===== src/rtl/mm_pkg.sv =====
// Shared types and constants for the MM job sequencer and its feed generator.
package mm_pkg;
  localparam int DATA_W  = 8;
  localparam int OUT_W   = 20;
  localparam int MAX_DIM = 4;
  localparam int DIM_W   = 3;

  typedef logic [DIM_W-1:0] dim_t;

  typedef enum logic [2:0] {
    S_IDLE,
    S_FEED_A,
    S_FEED_B,
    S_WAIT_BUSY,
    S_COLLECT,
    S_DONE
  } state_t;

  function automatic logic dim_ok(input dim_t d);
    return (d != '0) && (d <= DIM_W'(MAX_DIM));
  endfunction
endpackage


===== src/rtl/mm_job_ctrl_if.sv =====
// Link between the job sequencer and the MM core: operand stream out, results in.
interface mm_job_ctrl_if;
  import mm_pkg::*;

  logic [DATA_W-1:0] in_data;
  logic              row_end;
  logic              col_end;
  logic [OUT_W-1:0]  out_data;
  logic              is_legal;
  logic              change_row;
  logic              valid;
  logic              busy;

  modport master (
    output in_data, row_end, col_end,
    input  out_data, is_legal, change_row, valid, busy
  );

  modport slave (
    input  in_data, row_end, col_end,
    output out_data, is_legal, change_row, valid, busy
  );
endinterface


===== src/rtl/mm_feed_gen.sv =====
// Row-major address walker for one matrix; framing flags trail the address by
// one cycle so they line up with the synchronous memory's read data.
module mm_feed_gen
  import mm_pkg::*;
#(
  parameter int ADDR_W = 6
) (
  input  logic              clk,
  input  logic              rst,
  input  logic              go,
  input  dim_t              rows,
  input  dim_t              cols,
  input  logic [ADDR_W-1:0] base,
  output logic [ADDR_W-1:0] addr,
  output logic              rd,
  output logic              last,
  output logic              vld_d,
  output logic              row_end_d,
  output logic              col_end_d
);
  dim_t rows_q, cols_q, row, col;
  logic col_last, row_last;

  assign col_last = rd && (col == cols_q - DIM_W'(1));
  assign row_last = (row == rows_q - DIM_W'(1));
  assign last     = col_last && row_last;

  always_ff @(posedge clk or negedge rst) begin
    if (!rst) begin
      addr      <= '0;
      rd        <= 1'b0;
      rows_q    <= '0;
      cols_q    <= '0;
      row       <= '0;
      col       <= '0;
      vld_d     <= 1'b0;
      row_end_d <= 1'b0;
      col_end_d <= 1'b0;
    end else begin
      vld_d     <= rd;
      col_end_d <= col_last;
      row_end_d <= last;
      // go wins over the end of the current matrix so B follows A without a gap
      if (go) begin
        addr   <= base;
        rd     <= 1'b1;
        rows_q <= rows;
        cols_q <= cols;
        row    <= '0;
        col    <= '0;
      end else if (rd) begin
        if (last) begin
          rd <= 1'b0;
        end else begin
          addr <= addr + 1'b1;
          if (col_last) begin
            col <= '0;
            row <= row + 1'b1;
          end else begin
            col <= col + 1'b1;
          end
        end
      end
    end
  end
endmodule


===== src/rtl/mm_job_ctrl.sv =====
// Job sequencer: streams A then B into MM, collects legal results, reports status.
//   state       | meaning
//   S_IDLE      | waiting for start, results/flags of last job held
//   S_FEED_A    | streaming matrix A from operand memory
//   S_FEED_B    | streaming matrix B from operand memory
//   S_WAIT_BUSY | waiting for MM to begin its compute phase
//   S_COLLECT   | writing MM results while mm busy is high
//   S_DONE      | one-cycle done pulse
module mm_job_ctrl
  import mm_pkg::*;
#(
  parameter int ADDR_W  = 6,
  parameter int B_BASE  = 16,
  parameter int TIMEOUT = 64
) (
  input  logic              clk,
  input  logic              rst,
  input  logic              start,
  input  dim_t              a_rows,
  input  dim_t              a_cols,
  input  dim_t              b_rows,
  input  dim_t              b_cols,
  output logic [ADDR_W-1:0] mem_raddr,
  input  logic [DATA_W-1:0] mem_rdata,
  mm_job_ctrl_if.master     mm,
  output logic              res_we,
  output logic [ADDR_W-1:0] res_waddr,
  output logic [OUT_W-1:0]  res_wdata,
  output dim_t              res_rows,
  output dim_t              res_cols,
  output logic              busy,
  output logic              done,
  output logic              err_dim,
  output logic              err_illegal,
  output logic              err_timeout
);
  localparam int TMR_W = $clog2(TIMEOUT) + 1;

  state_t            state, state_nx;
  dim_t              a_rows_q, a_cols_q, b_rows_q, b_cols_q, col_cnt;
  logic [TMR_W-1:0]  tmr;
  logic [ADDR_W-1:0] wr_idx, feed_base;
  dim_t              feed_rows, feed_cols;
  logic accept, dims_ok, tmr_zero, tmr_load;
  logic feed_go, feed_sel_b, feed_rd, feed_last, feed_vld, feed_row_end, feed_col_end;

  assign accept   = (state == S_IDLE) && start;
  assign dims_ok  = dim_ok(a_rows) && dim_ok(a_cols) && dim_ok(b_rows) && dim_ok(b_cols);
  assign tmr_zero = (tmr == '0);

  assign feed_rows = feed_sel_b ? b_rows_q : a_rows_q;
  assign feed_cols = feed_sel_b ? b_cols_q : a_cols_q;
  assign feed_base = feed_sel_b ? ADDR_W'(B_BASE) : '0;

  mm_feed_gen #(.ADDR_W(ADDR_W)) u_feed (
    .clk       (clk),
    .rst       (rst),
    .go        (feed_go),
    .rows      (feed_rows),
    .cols      (feed_cols),
    .base      (feed_base),
    .addr      (mem_raddr),
    .rd        (feed_rd),
    .last      (feed_last),
    .vld_d     (feed_vld),
    .row_end_d (feed_row_end),
    .col_end_d (feed_col_end)
  );

  assign mm.in_data = feed_vld ? mem_rdata : '0;
  assign mm.row_end = feed_row_end;
  assign mm.col_end = feed_col_end;

  always_ff @(posedge clk or negedge rst) begin
    if (!rst) state <= S_IDLE;
    else      state <= state_nx;
  end

  always_comb begin
    state_nx = state;
    case (state)
      S_IDLE:      if (start) state_nx = dims_ok ? S_FEED_A : S_DONE;
      S_FEED_A:    if (feed_last) state_nx = S_FEED_B;
      S_FEED_B:    if (feed_last) state_nx = S_WAIT_BUSY;
      S_WAIT_BUSY: begin
        if (mm.busy)       state_nx = S_COLLECT;
        else if (tmr_zero) state_nx = S_DONE;
      end
      S_COLLECT:   if (!mm.busy || (tmr_zero && !mm.valid)) state_nx = S_DONE;
      S_DONE:      state_nx = S_IDLE;
      default:     state_nx = S_IDLE;
    endcase
  end

  // The first FEED_A cycle only arms the walker, giving the 2-cycle start latency.
  always_comb begin
    busy       = 1'b0;
    done       = 1'b0;
    feed_go    = 1'b0;
    feed_sel_b = 1'b0;
    tmr_load   = 1'b0;
    case (state)
      S_FEED_A: begin
        busy       = 1'b1;
        feed_go    = !feed_rd || feed_last;
        feed_sel_b = feed_last;
      end
      S_FEED_B: begin
        busy     = 1'b1;
        tmr_load = feed_last;
      end
      S_WAIT_BUSY: begin
        busy     = 1'b1;
        tmr_load = mm.busy;
      end
      S_COLLECT: begin
        busy     = 1'b1;
        tmr_load = mm.valid;
      end
      S_DONE:  done = 1'b1;
      default: ;
    endcase
  end

  always_ff @(posedge clk or negedge rst) begin
    if (!rst) begin
      a_rows_q    <= '0;
      a_cols_q    <= '0;
      b_rows_q    <= '0;
      b_cols_q    <= '0;
      tmr         <= '0;
      col_cnt     <= '0;
      wr_idx      <= '0;
      res_we      <= 1'b0;
      res_waddr   <= '0;
      res_wdata   <= '0;
      res_rows    <= '0;
      res_cols    <= '0;
      err_dim     <= 1'b0;
      err_illegal <= 1'b0;
      err_timeout <= 1'b0;
    end else begin
      res_we <= 1'b0;
      if (accept) begin
        a_rows_q    <= a_rows;
        a_cols_q    <= a_cols;
        b_rows_q    <= b_rows;
        b_cols_q    <= b_cols;
        col_cnt     <= '0;
        wr_idx      <= '0;
        res_waddr   <= '0;
        res_wdata   <= '0;
        res_rows    <= '0;
        res_cols    <= '0;
        err_dim     <= !dims_ok;
        err_illegal <= 1'b0;
        err_timeout <= 1'b0;
      end

      if (tmr_load)       tmr <= TMR_W'(TIMEOUT - 1);
      else if (!tmr_zero) tmr <= tmr - 1'b1;

      if (tmr_zero && ((state == S_WAIT_BUSY && !mm.busy) ||
                       (state == S_COLLECT && mm.busy && !mm.valid)))
        err_timeout <= 1'b1;

      if (state == S_COLLECT && mm.valid) begin
        if (mm.is_legal) begin
          res_we    <= 1'b1;
          res_wdata <= mm.out_data;
          res_waddr <= wr_idx;
          wr_idx    <= wr_idx + 1'b1;
        end else begin
          err_illegal <= 1'b1;
        end
        // The row-end result itself is part of the row it closes.
        if (mm.change_row) begin
          res_rows <= res_rows + 1'b1;
          col_cnt  <= '0;
          if (res_rows == '0) res_cols <= col_cnt + dim_t'(mm.is_legal);
        end else begin
          col_cnt <= col_cnt + dim_t'(mm.is_legal);
        end
      end
    end
  end
endmodule


===== src/flat_wrapper.sv =====
// flat-port wrapper written by rule: the top's interface ports become plain ports
module mm_job_ctrl_flat import mm_pkg::*;
#(
  parameter int ADDR_W  = 6,
  parameter int B_BASE  = 16,
  parameter int TIMEOUT = 64
)
  (clk, rst, start, a_rows, a_cols, b_rows, b_cols, mem_raddr, mem_rdata, res_we, res_waddr, res_wdata, res_rows, res_cols, busy, done, err_dim, err_illegal, err_timeout, mm_in_data, mm_row_end, mm_col_end, mm_out_data, mm_is_legal, mm_change_row, mm_valid, mm_busy);
  mm_job_ctrl_if mm_i ();
  input  logic clk;
  input  logic rst;
  input  logic start;
  input  dim_t a_rows;
  input  dim_t a_cols;
  input  dim_t b_rows;
  input  dim_t b_cols;
  output logic [ADDR_W-1:0] mem_raddr;
  input  logic [DATA_W-1:0] mem_rdata;
  output logic res_we;
  output logic [ADDR_W-1:0] res_waddr;
  output logic [OUT_W-1:0] res_wdata;
  output dim_t res_rows;
  output dim_t res_cols;
  output logic busy;
  output logic done;
  output logic err_dim;
  output logic err_illegal;
  output logic err_timeout;
  output wire logic [$bits(mm_i.in_data)-1:0] mm_in_data;
  output wire logic [$bits(mm_i.row_end)-1:0] mm_row_end;
  output wire logic [$bits(mm_i.col_end)-1:0] mm_col_end;
  input wire logic [$bits(mm_i.out_data)-1:0] mm_out_data;
  input wire logic [$bits(mm_i.is_legal)-1:0] mm_is_legal;
  input wire logic [$bits(mm_i.change_row)-1:0] mm_change_row;
  input wire logic [$bits(mm_i.valid)-1:0] mm_valid;
  input wire logic [$bits(mm_i.busy)-1:0] mm_busy;
  assign mm_in_data = mm_i.in_data;
  assign mm_row_end = mm_i.row_end;
  assign mm_col_end = mm_i.col_end;
  assign mm_i.out_data = mm_out_data;
  assign mm_i.is_legal = mm_is_legal;
  assign mm_i.change_row = mm_change_row;
  assign mm_i.valid = mm_valid;
  assign mm_i.busy = mm_busy;
  mm_job_ctrl #(.ADDR_W(ADDR_W), .B_BASE(B_BASE), .TIMEOUT(TIMEOUT)) u_core (.clk(clk), .rst(rst), .start(start), .a_rows(a_rows), .a_cols(a_cols), .b_rows(b_rows), .b_cols(b_cols), .mem_raddr(mem_raddr), .mem_rdata(mem_rdata), .mm(mm_i), .res_we(res_we), .res_waddr(res_waddr), .res_wdata(res_wdata), .res_rows(res_rows), .res_cols(res_cols), .busy(busy), .done(done), .err_dim(err_dim), .err_illegal(err_illegal), .err_timeout(err_timeout));
endmodule

===== config.mk =====
export PLATFORM = sky130hd
export DESIGN_NAME = mm_job_ctrl_flat
export DESIGN_NICKNAME = d
export VERILOG_FILES = /design/src/rtl/mm_pkg.sv /design/src/rtl/mm_job_ctrl_if.sv /design/src/rtl/mm_feed_gen.sv /design/src/rtl/mm_job_ctrl.sv /design/src/flat_wrapper.sv
export SDC_FILE = /design/constraint.sdc
export NUM_CORES = 1
export LEC_CHECK = 0
export CELL_PAD_IN_SITES_DETAIL_PLACEMENT = 0
export CELL_PAD_IN_SITES_GLOBAL_PLACEMENT = 2
export CORE_UTILIZATION = 28
export CTS_CLUSTER_DIAMETER = 30
export DETAILED_ROUTE_END_ITERATION = 6
export PLACE_DENSITY_LB_ADDON = 0.1
export SYNTH_ARGS = -nofsm -noshare
export SYNTH_HDL_FRONTEND = slang
export SYNTH_HIERARCHICAL = 1
export SYNTH_SLANG_ARGS = --single-unit

===== constraint.sdc =====
create_clock -name clk -period 2.57 [get_ports clk]
set_input_delay 0.6425 -clock clk [delete_from_list [all_inputs] [get_ports clk]]
set_output_delay 0.6425 -clock clk [all_outputs]
set_load 0.02 [all_outputs]

==> results of run 1 <==
## flip-flops by register name (all words and copies together) (netlist names), 3 cells and up
register,count
u_core/res_cols,3
u_core/a_cols_q,3
u_core/state,3
u_core/tmr,7
u_core/col_cnt,3
u_core/a_rows_q,3
u_core/u_feed/addr,6
u_core/res_waddr,6
u_core/u_feed/col,3
u_core/b_rows_q,3
u_core/u_feed/cols_q,3
u_core/res_wdata,20
u_core/res_rows,3
u_core/u_feed/row,3
u_core/b_cols_q,3
u_core/u_feed/rows_q,3
u_core/wr_idx,6
## repair_timing
item                       4_1_cts  5_1_grt
hold buffers                     0        0
resized for setup                0        8
setup endpoints to repair        0       11
## metal layers
metal,global-route usage,share of wire,up-vias
li1,-,-,1834
met1,0.175,0.44,1800
met2,0.259,0.48,96
met3,0.0668,0.074,11
met4,0.0484,0.011,0
met5,0,0,-
## cells by family (layout without fill, tap and decap cells)
logic type / Yosys count / after routing / share of synthesized area
AND/OR/NAND/NOR: 225 / 225 / 0.244
AO/OA/AOI/OAI: 69 / 69 / 0.106
buffers and inverters: 45 / 159 / 0.0424
XOR/XNOR: 16 / 16 / 0.0376
other: 1 / 5 / 0.000841
adder cells (fa/ha/maj): 12 / 12 / 0.0337
flip-flops: 89 / 89 / 0.500
multiplexers: 14 / 14 / 0.0351
## synth_stat cells (all sizes together) (2+ instances only)
library cell  instances  share of area
a2111oi               3          0.010
a21oi                12          0.013
a22o                  5         0.0098
a22oi                 2         0.0034
a31o                  3         0.0059
a32o                  3         0.0067
and2                 10          0.014
and3                  5         0.0081
buf                  11          0.014
clkbuf               13          0.011
dfrtp                89           0.50
ha                   12          0.034
inv                  21          0.018
mux2                 10          0.026
mux2i                 4         0.0090
nand2               108          0.092
nand2b                3         0.0042
nand3                47          0.053
nand3b                2         0.0034
nand4                 4         0.0056
nor2                 19          0.017
nor2b                 4         0.0056
nor3                  6         0.0093
nor3b                 5         0.0095
nor4b                 2         0.0053
o2111ai               2         0.0039
o211ai                3         0.0051
o21ai                25          0.028
o22ai                 2         0.0028
o2bb2ai               2         0.0039
or3                   5         0.0070
xnor2                 8          0.016
xnor3                 2          0.010
xor2                  6          0.012
## final cells by class
type / instances / area share
Timing Repair Buffer: 122 / 0.192
Multi-Input combinational cell: 341 / 0.338
Clock buffer: 11 / 0.0411
Tap cell: 211 / 0.0430
Clock inverter: 5 / 0.0102
Sequential cell: 89 / 0.363
Inverter: 21 / 0.0128
## where the power goes
group          total [mW]  switching [mW]  internal (mW)  leakage, nW
Clock                1.40           0.587          0.812        0.148
Combinational        2.87            1.49           1.37         1.49
Sequential           2.20           0.342           1.85         1.15
Total                6.46            2.42           4.04         2.79
## worst max path at each step
stage,to,startpoint,slack [ns],cells past startpoint
2_1_floorplan,u_core/u_feed/addr[4],u_core/u_feed/rows_q[0],0.05,14
3_3_place_gp,u_core/u_feed/cols_q[2],u_core/u_feed/rows_q[0],0.09,9
3_5_place_dp,u_core/u_feed/addr[5],u_core/u_feed/rows_q[0],0.04,12
4_1_cts,u_core/u_feed/addr[5],u_core/u_feed/rows_q[0],0.03,12
5_1_grt,u_core/u_feed/addr[5],u_core/u_feed/cols_q[0],0.007,13
6_report,mm_in_data[0],mem_rdata[0],0.09,3
## stage by stage
stage	hold WS (ns)	cells	worst slack (ns)
3_3_place_gp	0.454	784	0.0917
6_report	0.311	800	0.0948
4_1_cts	0.325	800	0.0333
5_1_grt	0.350	800	0.00693
2_1_floorplan	0.347	475	0.0461
3_5_place_dp	0.457	784	0.0376
==> results.toml, run 1 <==
[status]
outcome = "finished, final reports clean"

[placement]
hpwl_um = 8070
portBuffers = 100
place.gp.congestion = 0.733
placed_cell_area_sq_um = 5800

[timing]
tightest_slew_ns = 0.641
rsz0062_at_grt = "no"
final_hold_viol_count = 0
clock_skew_ns = 0.00754
period_share = 0.963
setup_viol = 0
period_minus_slack_ns = 2.48
drv_slew = 0
worst_slew_margin_rel = 0.573
timing.fmax_mhz = 404
finalSetupTns_ns = 0

[global_routing]
first_global_vias = 3830
track_usage = 0.154
grt_pass1_wl_um = 19400
grt_max_degree = 47
grt.overflow.total = 0
antenna_found_initial = 0

[synth]
avgSynthCellArea_sq_um = 9.47
async_reset_ff_frac = 1.00
synth_cell_types = 59
synth.cell_area_sq_um = 4460
synthFlopType = "dfrtp_1"
yosys_warnings = 6
seq_area_frac_synth = 0.500
ys_seq_elements = 89
synth-edff-count = 0
synthCells = 471

[worst_setup_path]
r2r_start = "u_core/u_feed/rows_q[0]"
crit_buf_inv = 2
cp_slowest_cell = "clkdlybuf4s50_1"
reg2regPathDepth = 12
worstReg2RegEnd = "u_core/u_feed/addr[5]"
max_stage_delay_ns = 0.60
start_kind = "primary input"
criticalPathCategory = "primary input to output pin"
path_cells = "clkdlybuf4s50_1 > and2_1 > clkdlybuf4s50_1"
worstPathRequired_ns = 1.93
cp_common_cell = "clkdlybuf4s50_1"
worstPathMaxFanout = 1
cp-end-kind = "output pin"
crit_arrival_ns = 1.83
crit_family = "buffers and inverters"
rrSetupSlack_ns = 0.16

[layout]
final_cell_mix = "106 x nand2_1, 99 x clkdlybuf4s50_1, 89 x dfrtp_1"
fillers = 1540
postLayoutCellArea_sq_um = 6140
mostFrequentLayoutCell = "nand2_1"
antenna_cells = 0
drive_above_1_share = 0.117
utilization = 0.400
finalNetCount = 643
multi_input_area_sq_um = 2080
seqCellArea_sq_um = 2230
area.growth.synth_to_final_pct = 37.8

[clock_network]
clock-sinks = 89
clk_path_buf_depth = 2
htree_num_levels = 3
postCtsSetupRepairBufs = 0
root_buffer = "clkbuf_16"
cts_tree = "done"
cts_buffers = 9
clock_latency_ns = 0.35
cts.clk_slew.worst_paths_ns = 0.07

[detailed_routing]
vias = 3741
wl_per_cell_um = 14.5
avgViaCountPerCell = 4.68
ant_nets = 0
drtPass1Iterations = 4
drc = 0
drt-total-wl_um = 11600
drt_iter0_drc = 121

[floorplan]
die_w_um = 128
num_io_pins = 101
design.die.area_sq_um = 16400
core-area_sq_um = 15400
initial_core_util = 0.290
die_h_um = 128
rows = 45

[pwr]
cellLeakagePower_nw = 2.79
design_power_total_mw = 6.46
ir_drop_mv = 0.446
powerDensity_nw_per_um2 = 1050

[hold_path]
hp-class = "primary input to asynchronous set/reset pin"

[job]
cap_violations = 0
Note: power is estimated with default switching activity, not from simulation.
==> inputs of run 2 (changes only) <==
--- a/config.mk
+++ b/config.mk
@@ -7,7 +7,7 @@
 export LEC_CHECK = 0
 export CELL_PAD_IN_SITES_DETAIL_PLACEMENT = 0
 export CELL_PAD_IN_SITES_GLOBAL_PLACEMENT = 2
-export CORE_UTILIZATION = 28
+export CORE_UTILIZATION = 33
 export CTS_CLUSTER_DIAMETER = 30
 export DETAILED_ROUTE_END_ITERATION = 6
 export PLACE_DENSITY_LB_ADDON = 0.1
==> constraint.sdc (replaced) <==
create_clock -name clk -period 2.9 [get_ports clk]
set_input_delay 0.725 -clock clk [delete_from_list [all_inputs] [get_ports clk]]
set_output_delay 0.725 -clock clk [all_outputs]
set_load 0.02 [all_outputs]
==> results.toml, run 2 (synthesis results as in run 1) <==
[clock_network]
cts_buffers = 9
clk_path_buf_depth = 2
clock-sinks = 89
ctsResizeCount = 0
root_buffer = "clkbuf_16"
htree_num_levels = 3
postCtsSetupRepairBufs = 0
cts.clk_slew.worst_paths_ns = 0.06
cts_hold_buffers = 0
clock_latency_ns = 0.34
cts_tree = "done"

[worst_setup_path]
worstPathMaxFanout = 8
cp-end-kind = "flip-flop"
crit_arrival_ns = 2.90
worstPathRequired_ns = 3.12
criticalPathCategory = "flip-flop to flip-flop"
start_kind = "flip-flop"
rrSetupSlack_ns = 0.23

[detailed_routing]
drt-total-wl_um = 10700
wl_per_cell_um = 14.1
ant_nets = 0
avgViaCountPerCell = 4.80
drt_iter0_drc = 160
vias = 3645
drc = 0
drtPass1Iterations = 5

[floorplan]
die_w_um = 118
rows = 42
num_io_pins = 101
core-area_sq_um = 13200
design.die.area_sq_um = 14000
die_h_um = 118
initial_core_util = 0.338

[pwr]
power_frac_comb = 0.440
design_power_total_mw = 5.56
sequentialPowerShare = 0.351
ir_drop_mv = 0.352
clockPowerShare = 0.209
powerDensity_nw_per_um2 = 924
switching_power_mw = 2.05
cellLeakagePower_nw = 2.75
sw_frac_of_total = 0.369
p_int_mw = 3.51

[timing]
period_share = 0.922
tightest_slew_ns = 0.640
finalSetupTns_ns = 0
period_minus_slack_ns = 2.67
hold_ws_ns = 0.409
rsz0062_at_grt = "no"
worst_slew_margin_rel = 0.573
setup_slack_ns = 0.225
timing.fmax_mhz = 374
drv_slew = 0
setup_viol = 0
clock_skew_ns = 0.00572
final_hold_viol_count = 0

[layout]
utilization = 0.456
area.growth.synth_to_final_pct = 35.0
drive_above_1_share = 0.0926
final_cell_mix = "106 x nand2_1, 99 x clkdlybuf4s50_1, 89 x dfrtp_1"
seqCellArea_sq_um = 2230
finalNetCount = 637
mostFrequentLayoutCell = "nand2_1"
multi_input_area_sq_um = 2060
top_register = "u_core/res_wdata"
fillers = 1263
reg_top3 = "u_core/res_wdata x20, u_core/tmr x7"
postLayoutCellArea_sq_um = 6020
largest_reg_flops = 20
instances_no_fill = 759
antenna_cells = 0

[placement]
place.gp.congestion = 0.793
portBuffers = 100
place_inst = 743
post-place-ws_ns = 0.215
placed_cell_area_sq_um = 5730
hpwl_um = 7330

[hold_path]
hp-class = "primary input to asynchronous set/reset pin"

[global_routing]
grt.overflow.total = 0
track_usage = 0.163
grt_pass1_wl_um = 18200
first_global_vias = 3692
antenna_found_initial = 0
grt_max_degree = 48

[job]
cap_violations = 0

[status]
outcome = "finished, final reports clean"
==> run 2: critical path: stages, from the launching register on <==
cell      delay (ns)
dfrtp_1         0.35
inv_1           0.06
ha_1            0.19
xnor3_1         0.39
and3_4          0.26
nand2_2         0.09
inv_2           0.11
nand2b_1        0.11
and3_1          0.25
nor2_1          0.10
a22o_1          0.18
a31o_2          0.20
a311o_1         0.26
==> run 2: power groups by stage <==
| stage | sequential [mW] | clock (mW) | combinational (mW) |
|---|---|---|---|
| 2_1_floorplan | 2.09 | 0 | 1.48 |
| 3_3_place_gp | 1.96 | 0 | 2.45 |
| 3_5_place_dp | 1.98 | 0 | 2.46 |
| 4_1_cts | 1.96 | 1.21 | 2.48 |
| 5_1_grt | 2.03 | 1.26 | 2.72 |
| 6_report | 1.95 | 1.16 | 2.45 |
==> run 2: routing by layer <==
metal / wire length (um) / share of wire / vias up / GRT usage
li1: - / - / 1830 / -
met1: 4770 / 0.45 / 1718 / 0.193
met2: 5090 / 0.48 / 89 / 0.268
met3: 699 / 0.065 / 8 / 0.0618
met4: 133 / 0.012 / 0 / 0.0577
met5: 0 / 0 / - / 0
==> run 2: layout make-up <==
cell class | count | area share
well taps | 176 | 0.0366
flip-flops and latches | 89 | 0.370
repair buffers | 116 | 0.190
clock buffers | 14 | 0.0422
multi-input cells | 341 | 0.342
clock inverters | 2 | 0.00624
inverters | 21 | 0.0131
==> run 2: final timing paths <==
check                                   endpoint  depth (start not counted)                     from
max                        u_core/u_feed/addr[5]                         12  u_core/u_feed/rows_q[0]
min                                u_core/tmr[3]                          1                      rst
max reg2reg                u_core/u_feed/addr[5]                         12  u_core/u_feed/rows_q[0]
min reg2reg                   u_core/b_rows_q[1]                          2       u_core/b_rows_q[1]
max in group asynchronous    u_core/res_wdata[6]                          2                      rst
min in group clk              u_core/b_rows_q[1]                          2       u_core/b_rows_q[1]
==> inputs of run 3 (changes only) <==
--- a/config.mk
+++ b/config.mk
@@ -5,12 +5,15 @@
 export SDC_FILE = /design/constraint.sdc
 export NUM_CORES = 1
 export LEC_CHECK = 0
+export ABC_AREA = 1
 export CELL_PAD_IN_SITES_DETAIL_PLACEMENT = 0
 export CELL_PAD_IN_SITES_GLOBAL_PLACEMENT = 2
-export CORE_UTILIZATION = 33
+export CORE_UTILIZATION = 31
 export CTS_CLUSTER_DIAMETER = 30
 export DETAILED_ROUTE_END_ITERATION = 6
 export PLACE_DENSITY_LB_ADDON = 0.1
+export RECOVER_POWER = 50
+export REMOVE_ABC_BUFFERS = 1
 export SYNTH_ARGS = -nofsm -noshare
 export SYNTH_HDL_FRONTEND = slang
 export SYNTH_HIERARCHICAL = 1
==> results.toml, run 3 <==
[status]
outcome = "finished, final reports clean"

[clock_network]
cts_tree = "done"
clock-sinks = 89
cts.clk_slew.worst_paths_ns = 0.06
root_buffer = "clkbuf_16"
cts_hold_buffers = 0
clock_latency_ns = 0.35
cts_buffers = 9
ctsResizeCount = 0
postCtsSetupRepairBufs = 0
htree_num_levels = 3
clk_path_buf_depth = 2

[worst_setup_path]
max_stage_delay_ns = 0.61
rrSetupSlack_ns = 0.37
crit_family = "buffers and inverters"
crit_buf_inv = 3
criticalPathCategory = "flip-flop to output pin"
crit_arrival_ns = 1.94
r2r_start = "u_core/u_feed/cols_q[0]"
worstPathRequired_ns = 2.17
cp_slowest_cell = "clkdlybuf4s50_1"
path_cells = "nand2_1 > nor2_1 > inv_1 > nand2_1 > inv_1 > nand3_1 > clkdlybuf4s50_1"
worstReg2RegEnd = "u_core/u_feed/addr[2]"
start_kind = "flip-flop"
worstPathMaxFanout = 6
reg2regPathDepth = 16
cp-end-kind = "output pin"

[synth]
synth_top_family_by_area = "simple AND/OR/NAND/NOR gates"
synth.cell_area_sq_um = 4540
synth-simple-area-share = 0.311
synth_compound_area_frac = 0.0716
synthDominantCellAreaShare = 0.490
async_reset_ff_frac = 1.00
synthFlopType = "dfrtp_1"
ys_seq_elements = 89
seq_area_frac_synth = 0.490
yosys-mux-area-fraction = 0
synth-edff-count = 0
synthAdderAreaFrac = 0.0331
avgSynthCellArea_sq_um = 7.83
yosysMostFrequentCell = "nand2_1"
synth_xor_area_frac = 0.0135
synth_commonest_cells = "231 x nand2_1, 89 x dfrtp_1, 68 x inv_1"
yosys_warnings = 6
synth_cell_types = 35
synth.area.top_cells = "dfrtp_1 49%, nand2_1 19%, inv_1 5.6%"
synthCells = 580
yosysTopAreaCell = "dfrtp_1"

[detailed_routing]
drc = 0
drt_iter0_drc = 164
drtPass1Iterations = 4
drt-total-wl_um = 10800
avgViaCountPerCell = 4.47
vias = 3908
wl_per_cell_um = 12.4
ant_nets = 0

[timing]
rsz0062_at_grt = "no"
period_minus_slack_ns = 2.67
worst_slew_margin_rel = 0.149
finalSetupTns_ns = 0
period_share = 0.920
hold_ws_ns = 0.473
drv_slew = 0
final_hold_viol_count = 0
setup_slack_ns = 0.232
clock_skew_ns = 0.00904
tightest_slew_ns = 1.28
setup_viol = 0
timing.fmax_mhz = 375

[floorplan]
die_h_um = 123
core-area_sq_um = 14100
design.die.area_sq_um = 15100
initial_core_util = 0.322
die_w_um = 123
num_io_pins = 101
rows = 43

[global_routing]
use_met3 = 0.0429
met1_usage = 0.186
grt.overflow.total = 0
first_global_vias = 3776
grt_max_degree = 51
grtUsageMet2 = 0.266
grt_pass1_wl_um = 17900
grt_busiest_layer = "met2"
antenna_found_initial = 0
track_usage = 0.154

[layout]
seqCellArea_sq_um = 2230
finalNetCount = 748
largest_reg_flops = 20
fillers = 1454
antenna_cells = 0
mostFrequentLayoutCell = "nand2_1"
reg_top3 = "u_core/res_wdata x20, u_core/tmr x7"
multi_input_area_sq_um = 1950
top_register = "u_core/res_wdata"
final_cell_mix = "233 x nand2_1, 98 x clkdlybuf4s50_1, 89 x dfrtp_1"
drive_above_1_share = 0.0548
postLayoutCellArea_sq_um = 6020
area.growth.synth_to_final_pct = 32.6

[pwr]
cellLeakagePower_nw = 3.07
powerDensity_nw_per_um2 = 965
ir_drop_mv = 0.377

[placement]
placed_cell_area_sq_um = 5760
hpwl_um = 7730
post-place-ws_ns = 0.291
portBuffers = 100
place.gp.congestion = 0.761

[job]
cap_violations = 0

[hold_path]
whs_path_depth = 2
min_from = "u_core/res_wdata[4]"
hold_end = "u_core/res_wdata[4]"
hp-class = "flip-flop to flip-flop"
==> run 3: changes by cell type in the layout (fill, tap and decap cells not counted), moves of 5 or more <==
cell,before,now
nand2_1,106,233
inv_1,18,69
o21ai_0,18,39
buf_4,15,3
and2_1,10,0
mux2_2,9,0
nor2_1,18,27
xnor2_1,8,2
o21ai_1,7,2
or3_1,5,0
==> run 3: cell families (layout without fill, tap and decap cells) <==
logic type / count (synthesis) / count (layout)
other cells: 1 / 5
simple gates: 324 / 324
fa+ha+maj: 12 / 12
xor+xnor: 7 / 7
buf+inv: 86 / 196
compound gates: 61 / 61
flops: 89 / 89
==> run 3: power by group <==
part           internal (mW)  total, mW  switching [mW]
clock network          0.698       1.21           0.507
logic                   1.06       2.59            1.53
registers               1.69       2.02           0.332
==> run 3: metal layers <==
layer	share of wire	wire [um]
met5	0	0
met3	0.039	419
met4	0.0098	106
met1	0.44	4800
met2	0.51	5510
==> run 3: worst max path at each step <==
stage / cells past startpoint / slack, ns / startpoint / endpoint
floorplan: 15 / -0.52 / u_core/u_feed/cols_q[0] / u_core/u_feed/addr[0]
finish: 7 / 0.23 / u_core/state[1] / busy
detailed placement: 4 / 0.29 / mem_rdata[1] / mm_in_data[1]
CTS: 7 / 0.20 / u_core/state[1] / busy
global route: 17 / 0.04 / u_core/u_feed/cols_q[0] / u_core/u_feed/addr[4]
global placement: 4 / 0.30 / mem_rdata[3] / mm_in_data[3]
==> run 3: layout make-up <==
cell class,count,area share
Clock buffer,11,0.0403
Clock inverter,5,0.0106
Inverter,74,0.0467
Multi-Input combinational cell,409,0.324
Sequential cell,89,0.370
Tap cell,180,0.0374
Timing Repair Buffer,106,0.171
==> run 3: through the flow <==
step | total power, mW | cells | utilization
2_1_floorplan | 3.68 | 572 | -
3_3_place_gp | 4.65 | 858 | 0.408
3_5_place_dp | 4.70 | 858 | 0.408
4_1_cts | 5.95 | 874 | 0.430
5_1_grt | 6.32 | 874 | 0.427
6_report | 5.81 | 874 | 0.427
==> run 3: worst reg2reg max path, cell delays in order (launching register included) <==
cell and delay (ns):
dfrtp_1 0.37, inv_1 0.06, ha_1 0.31, nand2_1 0.07
inv_1 0.03, nor2_1 0.07, nand2_1 0.13, nor2_8 0.23
nand2_4 0.09, inv_1 0.10, inv_1 0.09, a21oi_1 0.21
clkinv_1 0.10, buf_4 0.21, nand2_1 0.22, nand3_1 0.11
nand2_1 0.08
